**src/rtl/instruction_fetcher_pkg.sv**
```systemverilog
// Shared encodings for the core/fetcher handshake plus small sizing helpers.
package instruction_fetcher_pkg;

    localparam int unsigned CORE_STATE_W    = 3;
    localparam int unsigned FETCHER_STATE_W = 2;

    // core_fsm state encoding, driven to the fetcher on core_state
    typedef enum logic [CORE_STATE_W-1:0] {
        CORE_IDLE    = 3'd0,
        CORE_FETCH   = 3'd1,
        CORE_DECODE  = 3'd2,
        CORE_REQUEST = 3'd3,
        CORE_WAIT    = 3'd4,
        CORE_EXECUTE = 3'd5,
        CORE_UPDATE  = 3'd6,
        CORE_DONE    = 3'd7
    } core_state_e;

    // fetcher progress reported back to core_fsm
    typedef enum logic [FETCHER_STATE_W-1:0] {
        FETCH_IDLE     = 2'b00,
        FETCH_FETCHING = 2'b01,
        FETCH_COMPLETE = 2'b10,
        FETCH_ERROR    = 2'b11
    } fetcher_state_e;

    // Counter width able to hold 0..timeout; at least one bit when timeout is disabled
    function automatic int unsigned timeout_cnt_width(input int unsigned timeout);
        return (timeout == 0) ? 1 : $clog2(timeout + 1);
    endfunction

endpackage

```
**src/rtl/instruction_fetcher_timeout_counter.sv**
```systemverilog
// fetch_timeout_counter: counts cycles spent waiting on memory; saturating, never wraps.
//  clk, rst_n       clock / async active-low reset
//  clear_i          zero the count (start of a new request)
//  enable_i         count this cycle (waiting, no response)
//  expired_c        combinational: final allowed wait cycle with no response
module fetch_timeout_counter
    import instruction_fetcher_pkg::*;
#(
    parameter int unsigned TIMEOUT_CYCLES = 255
) (
    input  logic clk,
    input  logic rst_n,
    input  logic clear_i,
    input  logic enable_i,
    output logic expired_c
);

    localparam int unsigned   CNT_W    = timeout_cnt_width(TIMEOUT_CYCLES);
    localparam logic [CNT_W-1:0] CNT_MAX  = CNT_W'(TIMEOUT_CYCLES);
    localparam logic [CNT_W-1:0] CNT_LAST = CNT_W'(TIMEOUT_CYCLES - 1);
    localparam logic          ACTIVE   = (TIMEOUT_CYCLES != 0);

    logic [CNT_W-1:0] cnt_q, cnt_d;

    // Next count: clear has priority; a disabled timeout leaves the counter parked at zero
    always_comb begin
        cnt_d = cnt_q;
        if (clear_i) begin
            cnt_d = '0;
        end else if (enable_i && ACTIVE && (cnt_q != CNT_MAX)) begin
            cnt_d = cnt_q + CNT_W'(1);
        end
    end

    always_ff @(posedge clk or negedge rst_n) begin
        if (!rst_n) begin
            cnt_q <= '0;
        end else begin
            cnt_q <= cnt_d;
        end
    end

    assign expired_c = ACTIVE && enable_i && (cnt_q == CNT_LAST);

endmodule

```
**src/rtl/instruction_fetcher.sv**
```systemverilog
// instruction_fetcher: responder to core_fsm's fetch request. Reads program memory at current_pc,
// with a one-entry last-PC buffer that short-circuits repeat fetches, and a bounded memory wait.
//  clk, reset            clock / async active-low reset
//  core_state            core_fsm state (FETCH starts, DECODE acknowledges, IDLE aborts/clears error)
//  current_pc            address to fetch
//  invalidate            drop the buffered instruction
//  mem_read_valid/address/ready/data   program-memory read port
//  fetcher_state         IDLE / FETCHING / FETCH_COMPLETE / FETCH_ERROR
//  instruction           last fetched instruction
//  fetch_error           high while in FETCH_ERROR
module instruction_fetcher
    import instruction_fetcher_pkg::*;
#(
    parameter int unsigned PROGRAM_MEM_ADDR_BITS = 8,
    parameter int unsigned PROGRAM_MEM_DATA_BITS = 16,
    parameter int unsigned TIMEOUT_CYCLES        = 255
) (
    input  logic                             clk,
    input  logic                             reset,
    input  logic [CORE_STATE_W-1:0]          core_state,
    input  logic [PROGRAM_MEM_ADDR_BITS-1:0] current_pc,
    input  logic                             invalidate,
    output logic                             mem_read_valid,
    output logic [PROGRAM_MEM_ADDR_BITS-1:0] mem_read_address,
    input  logic                             mem_read_ready,
    input  logic [PROGRAM_MEM_DATA_BITS-1:0] mem_read_data,
    output logic [FETCHER_STATE_W-1:0]       fetcher_state,
    output logic [PROGRAM_MEM_DATA_BITS-1:0] instruction,
    output logic                             fetch_error
);

    localparam int unsigned AW = PROGRAM_MEM_ADDR_BITS;
    localparam int unsigned DW = PROGRAM_MEM_DATA_BITS;

    fetcher_state_e state_q, state_d;
    logic           valid_q, valid_d;
    logic [AW-1:0]  addr_q, addr_d;
    logic [DW-1:0]  instr_q, instr_d;
    logic           err_q, err_d;
    logic           buf_valid_q, buf_valid_d;
    logic [AW-1:0]  buf_tag_q, buf_tag_d;
    logic [DW-1:0]  buf_data_q, buf_data_d;

    logic cnt_clear, cnt_enable, expired_c;
    logic buf_hit;

    fetch_timeout_counter #(
        .TIMEOUT_CYCLES(TIMEOUT_CYCLES)
    ) u_timeout (
        .clk      (clk),
        .rst_n    (reset),
        .clear_i  (cnt_clear),
        .enable_i (cnt_enable),
        .expired_c(expired_c)
    );

    assign buf_hit    = buf_valid_q && (buf_tag_q == current_pc) && !invalidate;
    assign cnt_enable = (state_q == FETCH_FETCHING) && !mem_read_ready;

    // Next-state and registered-output logic
    always_comb begin
        state_d     = state_q;
        valid_d     = valid_q;
        addr_d      = addr_q;
        instr_d     = instr_q;
        buf_valid_d = buf_valid_q;
        buf_tag_d   = buf_tag_q;
        buf_data_d  = buf_data_q;
        cnt_clear   = 1'b0;

        case (state_q)
            FETCH_IDLE: begin
                if (core_state == CORE_FETCH) begin
                    if (buf_hit) begin
                        state_d = FETCH_COMPLETE;
                        instr_d = buf_data_q;
                    end else begin
                        state_d   = FETCH_FETCHING;
                        valid_d   = 1'b1;
                        addr_d    = current_pc;
                        cnt_clear = 1'b1;
                    end
                end
            end
            FETCH_FETCHING: begin
                // Core abort takes precedence over a response arriving in the same cycle
                if (core_state == CORE_IDLE) begin
                    state_d = FETCH_IDLE;
                    valid_d = 1'b0;
                end else if (mem_read_ready) begin
                    state_d     = FETCH_COMPLETE;
                    valid_d     = 1'b0;
                    instr_d     = mem_read_data;
                    buf_valid_d = 1'b1;
                    buf_tag_d   = addr_q;
                    buf_data_d  = mem_read_data;
                end else if (expired_c) begin
                    state_d = FETCH_ERROR;
                    valid_d = 1'b0;
                end
            end
            FETCH_COMPLETE: begin
                if (core_state == CORE_DECODE) begin
                    state_d = FETCH_IDLE;
                end
            end
            FETCH_ERROR: begin
                if (core_state == CORE_IDLE) begin
                    state_d = FETCH_IDLE;
                end
            end
            default: state_d = FETCH_IDLE;
        endcase

        // Invalidate overrides any same-cycle buffer fill
        if (invalidate) begin
            buf_valid_d = 1'b0;
        end

        err_d = (state_d == FETCH_ERROR);
    end

    always_ff @(posedge clk or negedge reset) begin
        if (!reset) begin
            state_q     <= FETCH_IDLE;
            valid_q     <= 1'b0;
            addr_q      <= '0;
            instr_q     <= '0;
            err_q       <= 1'b0;
            buf_valid_q <= 1'b0;
            buf_tag_q   <= '0;
            buf_data_q  <= '0;
        end else begin
            state_q     <= state_d;
            valid_q     <= valid_d;
            addr_q      <= addr_d;
            instr_q     <= instr_d;
            err_q       <= err_d;
            buf_valid_q <= buf_valid_d;
            buf_tag_q   <= buf_tag_d;
            buf_data_q  <= buf_data_d;
        end
    end

    assign fetcher_state    = state_q;
    assign mem_read_valid   = valid_q;
    assign mem_read_address = addr_q;
    assign instruction      = instr_q;
    assign fetch_error      = err_q;

endmodule
```
**config.mk**
```make
export PLATFORM = sky130hd
export DESIGN_NAME = instruction_fetcher
export DESIGN_NICKNAME = d
export VERILOG_FILES = /design/src/rtl/instruction_fetcher_pkg.sv /design/src/rtl/instruction_fetcher_timeout_counter.sv /design/src/rtl/instruction_fetcher.sv
export SDC_FILE = /design/constraint.sdc
export NUM_CORES = 1
export LEC_CHECK = 0
export CORE_MARGIN = 2
export CORE_UTILIZATION = 50
export DETAILED_ROUTE_END_ITERATION = 16
export GPL_TIMING_DRIVEN = 0
export PLACE_DENSITY = 0.77
export SLEW_MARGIN = 20
export SYNTH_ARGS = -nofsm -noshare
export SYNTH_HDL_FRONTEND = slang
export SYNTH_HIERARCHICAL = 1
export SYNTH_SLANG_ARGS = --single-unit
```
**constraint.sdc**
```tcl
create_clock -name clk -period 2.5 [get_ports clk]
set_input_delay 0.5 -clock clk [delete_from_list [all_inputs] [get_ports clk]]
set_output_delay 0.5 -clock clk [all_outputs]
set_load 0.05 [all_outputs]
```
==> results.toml, run 1 <==
[synthesis]
yosysWarnings = 6
synthFlopType = "dfrtp_1"
syn_area_um2 = 3170
avgSynthCellArea_um2 = 12.3
syn-instance-count = 257
yosysTopAreaCell = "dfrtp_1"
syn-num-nets = 290
synth-seq-cells = 61
synth_top_area_frac = 0.481
synth-edff-count = 0
synthArstFlopShare = 1.00
synthTopCellsByArea = "dfrtp_1 (48%), mux2_2 (16%), mux2_4 (4.7%)"
ys_seq_area_frac = 0.481
yosysUniqueCellTypes = 46

[worst_hold_path]
holdCritPathClass = "in2async"

[sta]
max_freq_ghz = 0.414
setup_viol = 0
fin_crit_sh = 0.966
rsz0062_at_grt = "false"
setup_ws_ns = 0.0849
fin_crit_ns = 2.42
hold_viol_final = 0
slew_headroom = 0.601
fin_setup_tns_ns = 0
worstMarginPinSlew_ns = 0.595
skew_ns = 0.00999
final_max_slew_viol_count = 0

[global_route]
grt-ovfl-total = 0
grt_pass1_wl_mm = 11.3
grt_pass1_vias = 2339
grt_use_total = 0.207
grt_max_degree = 45
antenna_found_initial = 0

[final_layout]
seqCellArea_um2 = 1530
multi_input_area_um2 = 1550
drive_gt1_frac = 0.274
final_net_count = 360
antennaDiodeCount = 0
syn_to_final_growth_pct = 29.9
final_cell_count_no_fill = 409
fill_cells = 483

[clock_tree]
htreeDepth = 3
cts_hold_buf = 0
cts_root_buf = "clkbuf_8"
clk_pin_slew_ns = 0.07
cts_inserted_buffers = 9
cts_tree = "built"
clock_path_buffers = 2
insertion_delay_ns = 0.35
cts.sinks = 61

[worst_setup_path]
path_buf_inv = 2
cp_max_fo = 10
cp_cell_sequence = "clkdlybuf4s50_1 > xor2_1 > or3_1 > o31ai_4 > nor2_1 > clkbuf_2 > nor2_1 > mux2_1"
crit_arrival_ns = 2.65
worstSetupEndpointType = "flip-flop"
worst_path_largest_cell_delay_ns = 0.52
cp_slowest_cell = "clkdlybuf4s50_1"
cpMostUsedCell = "nor2_1"
start_kind = "primary input"
path_class = "in2reg"
cp_data_required_time_ns = 2.74
cpLargestDelayFamily = "buffers and inverters"

[drt]
wirelength_mm = 6.78
met3_length_um = 340
met2_length_mm = 3.33
viasPerCell = 5.88
drc = 0
vias = 2406
wl_met1_mm = 2.96
wire_per_inst_um = 16.6
drtIter0Drc = 95
firstDrtPassIters = 4
final_antenna_net_count = 0
top_layer_used = "met4"

[power_and_ir_drop]
p_sw_frac = 0.389
power_frac_comb = 0.442
p_per_area_nw_per_um2 = 1130
p_sw_w = 0.00180
p_int_w = 0.00284
peakVddDrop_uv = 888
finalPower_w = 0.00464
seqPwrFrac = 0.349
pwr-share-clk = 0.209
power_leakage_nw = 1.70

[placed_design]
place_ws_ns = -0.598
post-dp-hpwl_mm = 4.66
portBuffers = 58
dp.cells = 393
gp_congestion = 0.847

[die]
chipHeight_um = 83.7
io_pins = 59
die_x_um = 83.7
die_area_um2 = 7000
rows = 29
core-area_um2 = 6240
initial_core_util = 0.508

[status]
outcome = "complete, no violations"

[run]
max-cap-violations = 0
[timing repair]
action                                  4_1_cts  5_1_grt
gates resized for setup                       3        6
pin swaps                                     0        1
endpoints found under the setup margin       10       19
setup buffers                                 0        3
[logic make-up (layout without fill, tap and decap cells)]
family,count (synthesis),after routing,synth area share
buffers and inverters,20,95,0.0347
AO/OA/AOI/OAI,44,44,0.112
multiplexers,60,60,0.225
adder cells (fa/ha/maj),2,2,0.00789
XOR/XNOR,8,8,0.0221
flip-flops,61,61,0.481
AND/OR/NAND/NOR,62,62,0.118
[power groups by stage]
stage	combinational, W	sequential [W]	clock, W
after global routing	0.00217	0.00168	0.00102
after global placement	0.00199	0.00162	0
after floorplan	0.000788	0.00223	0
final	0.00205	0.00162	0.000970
after detailed placement	0.00203	0.00164	0
after CTS	0.00204	0.00162	0.000999
[Yosys cell counts, drive strengths merged (2+ instances only)]
library cell and count:
dfrtp 61, mux2 60, nand3 11, nand4 10, nor2 10, a41oi 9, a21boi 8, buf 8
o2111ai 8, clkbuf 7, inv 5, nor2b 5, nor3 5, xnor2 5, a211oi 4, a21oi 4
nand2 4, and3 3, and4 3, o31ai 3, xor2 3, and2 2, ha 2, nor3b 2
o21ai 2, o22ai 2, or3 2
[cell usage in the layout (no fill, tap or decap), types with 3 or more instances in the layout]
cell,instances
nand2_1,4
clkbuf_8,9
a211oi_1,4
a41oi_1,8
mux2_2,46
clkdlybuf4s50_1,57
mux2_1,4
mux2_4,10
buf_4,5
nand4_1,10
o2111ai_1,8
nor2b_1,5
nor2_1,10
a21oi_1,4
inv_1,5
nand3_1,11
xnor2_1,5
clkbuf_1,4
nor3_1,4
a21boi_0,8
xor2_1,3
dfrtp_1,61
[layout make-up]
type,instances,share of cell area
repair buffers,62,0.152
clock buffers,10,0.0310
clock inverters,6,0.0209
well taps,77,0.0234
multi-input cells,176,0.376
plain buffers,12,0.0215
flip-flops and latches,61,0.370
inverters,5,0.00455
[through the flow]
step           hold WS [ns]  utilization  instance area, µm²
2_1_floorplan         0.204            -                3170
3_3_place_gp          0.485        0.617                3850
3_5_place_dp          0.400        0.621                3870
4_1_cts              0.0140        0.656                4090
5_1_grt              0.0369        0.661                4120
6_report             0.0229        0.661                4120
[worst paths after layout]
| kind | start | end | slack, ns | depth (start not counted) |
|---|---|---|---|---|
| max | current_pc[4] | u_timeout/cnt_q[5] | 0.08 | 8 |
| min | reset | buf_tag_q[4] | 0.02 | 1 |
| max reg2reg | fetcher_state[0] | fetch_error | 0.22 | 9 |
| min in group clk | buf_data_q[14] | buf_data_q[14] | 0.50 | 1 |
| max in group asynchronous | reset | buf_tag_q[3] | 1.98 | 2 |
| min reg2reg | buf_data_q[14] | buf_data_q[14] | 0.50 | 1 |
[registers in the layout, indices dropped and copies added (netlist names)]
name / count
mem_read_valid: 1
mem_read_address: 8
buf_tag_q: 8
fetcher_state: 2
u_timeout/cnt_q: 8
buf_data_q: 16
buf_valid_q: 1
instruction: 16
fetch_error: 1
[metal layers]
layer	GRT usage	vias up
li1	-	1116
met1	0.279	1200
met2	0.316	77
met3	0.0465	13
met4	0.0997	0
met5	0	-
[worst register-to-register path, delay by kind of cell, from the launching register on]
family | cells | cell delay, ns
AND/OR/NAND/NOR | 5 | 0.93
flip-flops | 1 | 0.44
buffers and inverters | 2 | 0.41
AO/OA/AOI/OAI | 2 | 0.36
No activity file was read; power rests on OpenSTA's default activity.
==> run 2, diff against run 1 <==
--- a/config.mk
+++ b/config.mk
@@ -5,7 +5,6 @@
 export SDC_FILE = /design/constraint.sdc
 export NUM_CORES = 1
 export LEC_CHECK = 0
-export CORE_MARGIN = 2
 export CORE_UTILIZATION = 50
 export DETAILED_ROUTE_END_ITERATION = 16
 export GPL_TIMING_DRIVEN = 0
==> results.toml, run 2 (synthesized netlist as in run 1, its figures left out) <==
[power_and_ir_drop]
p_sw_frac = 0.388
p_int_w = 0.00276
pwr-share-clk = 0.184
p_per_area_nw_per_um2 = 1110
seqPwrFrac = 0.360
power_leakage_nw = 1.68
finalPower_w = 0.00451
peakVddDrop_uv = 764
p_sw_w = 0.00175
power_frac_comb = 0.456

[die]
rows = 28
chipHeight_um = 81.7
io_pins = 59
die_x_um = 81.7
die_area_um2 = 6670
initial_core_util = 0.527
core-area_um2 = 6030

[sta]
skew_ns = 0.00684
fin_setup_tns_ns = 0
fin_crit_ns = 2.36
slew_headroom = 0.568
final_max_slew_viol_count = 0
hold_viol_final = 0
worstMarginPinSlew_ns = 0.647
rsz0062_at_grt = "false"
max_freq_ghz = 0.424
fin_crit_sh = 0.944
setup_viol = 0

[worst_setup_path]
cp_slowest_cell = "nor3_2"
ff2ff_setup_slack_ns = 0.21
worstSetupEndpointType = "flip-flop"
rr_startpoint = "fetcher_state[0]"
worst_path_largest_cell_delay_ns = 0.49
crit_arrival_ns = 2.58
path_class = "in2reg"
cp_data_required_time_ns = 2.71
cp_max_fo = 10
start_kind = "primary input"
worstRegToRegCells = 9
worstReg2RegEnd = "fetch_error"
cp_cell_sequence = "clkdlybuf4s50_1 > xor2_1 > nor3_2 > a41o_1 > buf_6 > buf_12 > mux2_4"

[clock_tree]
clock_path_buffers = 2
cts_hold_buf = 0
cts_tree = "built"
cts_inserted_buffers = 9
insertion_delay_ns = 0.33
htreeDepth = 3
clk_pin_slew_ns = 0.06
cts.sinks = 61
cts_root_buf = "clkbuf_8"

[final_layout]
syn_to_final_growth_pct = 28.6
drive_gt1_frac = 0.270
antennaDiodeCount = 0
multi_input_area_um2 = 1560
seqCellArea_um2 = 1530
final_common_cell = "dfrtp_1"
final_net_count = 360
layout_common_cells = "dfrtp_1 (61), clkdlybuf4s50_1 (57), mux2_2 (46), nand3_1 (11)"
fill_cells = 469

[drt]
firstDrtPassIters = 4
wire_per_inst_um = 16.4
drtIter0Drc = 99
wirelength_mm = 6.64
drc = 0
final_antenna_net_count = 0
viasPerCell = 5.81
vias = 2352

[global_route]
grt_pass1_wl_mm = 11.0
antenna_found_initial = 0
grt_pass1_vias = 2298
grt_max_degree = 38
grt_use_total = 0.221
grt-ovfl-total = 0

[placed_design]
portBuffers = 58
post-dp-hpwl_mm = 4.69
gp_congestion = 0.804

[worst_hold_path]
holdCritPathClass = "in2async"

[run]
max-cap-violations = 0

[status]
outcome = "complete, no violations"
-- run 2: layout make-up --
cell class	instances	area share
Multi-Input combinational cell	176	0.381
Clock buffer	12	0.0356
Tap cell	75	0.0230
Clock inverter	2	0.00858
Timing Repair Buffer	62	0.152
Inverter	5	0.00460
Sequential cell	61	0.374
Buffer	12	0.0212
-- run 2: worst max-delay path by stage --
stage                          start            endpoint  slack, ns  cells past startpoint
detailed placement     current_pc[7]  u_timeout/cnt_q[7]      -0.58                      9
global placement               reset      instruction[9]      -1.05                      1
global route           current_pc[7]      instruction[0]      0.004                      7
CTS                    current_pc[7]  u_timeout/cnt_q[7]       0.04                      8
finish                 current_pc[7]      instruction[8]       0.14                      7
floorplan           fetcher_state[0]         fetch_error       0.04                      9
-- run 2: metrics by stage --
stage / cell area [µm²] / std cells / util / setup slack [ns] / hold slack, ns
after global routing: 4080 / 405 / 0.677 / 0.00380 / 0.0739
after global placement: 3850 / 390 / 0.638 / -1.05 / 0.485
after detailed placement: 3860 / 391 / 0.641 / -0.579 / 0.428
after floorplan: 3170 / 257 / - / 0.0394 / 0.204
final: 4080 / 405 / 0.677 / 0.140 / 0.0725
after CTS: 4050 / 404 / 0.672 / 0.0359 / 0.0717
-- run 2: what timing repair did --
item / in CTS / in global routing
endpoints found under the setup margin: 10 / 19
resized for setup: 3 / 5
endpoints found under the hold margin: 0 / 0
pin swaps: 0 / 3
buffers inserted: 0 / 3
-- run 2: per-layer routing --
layer,global-route usage,part of all wire
met1,0.290,0.44
met2,0.348,0.50
met3,0.0678,0.046
met4,0.0772,0.012
met5,0,0
-- run 2: power by group through the flow --
stage	Combinational [W]	Clock, W	Sequential [W]
floorplan	0.000788	0	0.00223
global placement	0.00199	0	0.00162
detailed placement	0.00203	0	0.00164
CTS	0.00204	0.000847	0.00162
global route	0.00218	0.000889	0.00168
finish	0.00206	0.000829	0.00162
-- run 2: critical path: cells and delay by family --
family          cells  cell delay, ns
compound gates      1            0.28
buf+inv             3            0.78
xor+xnor            1            0.21
mux                 1            0.31
simple gates        1            0.49
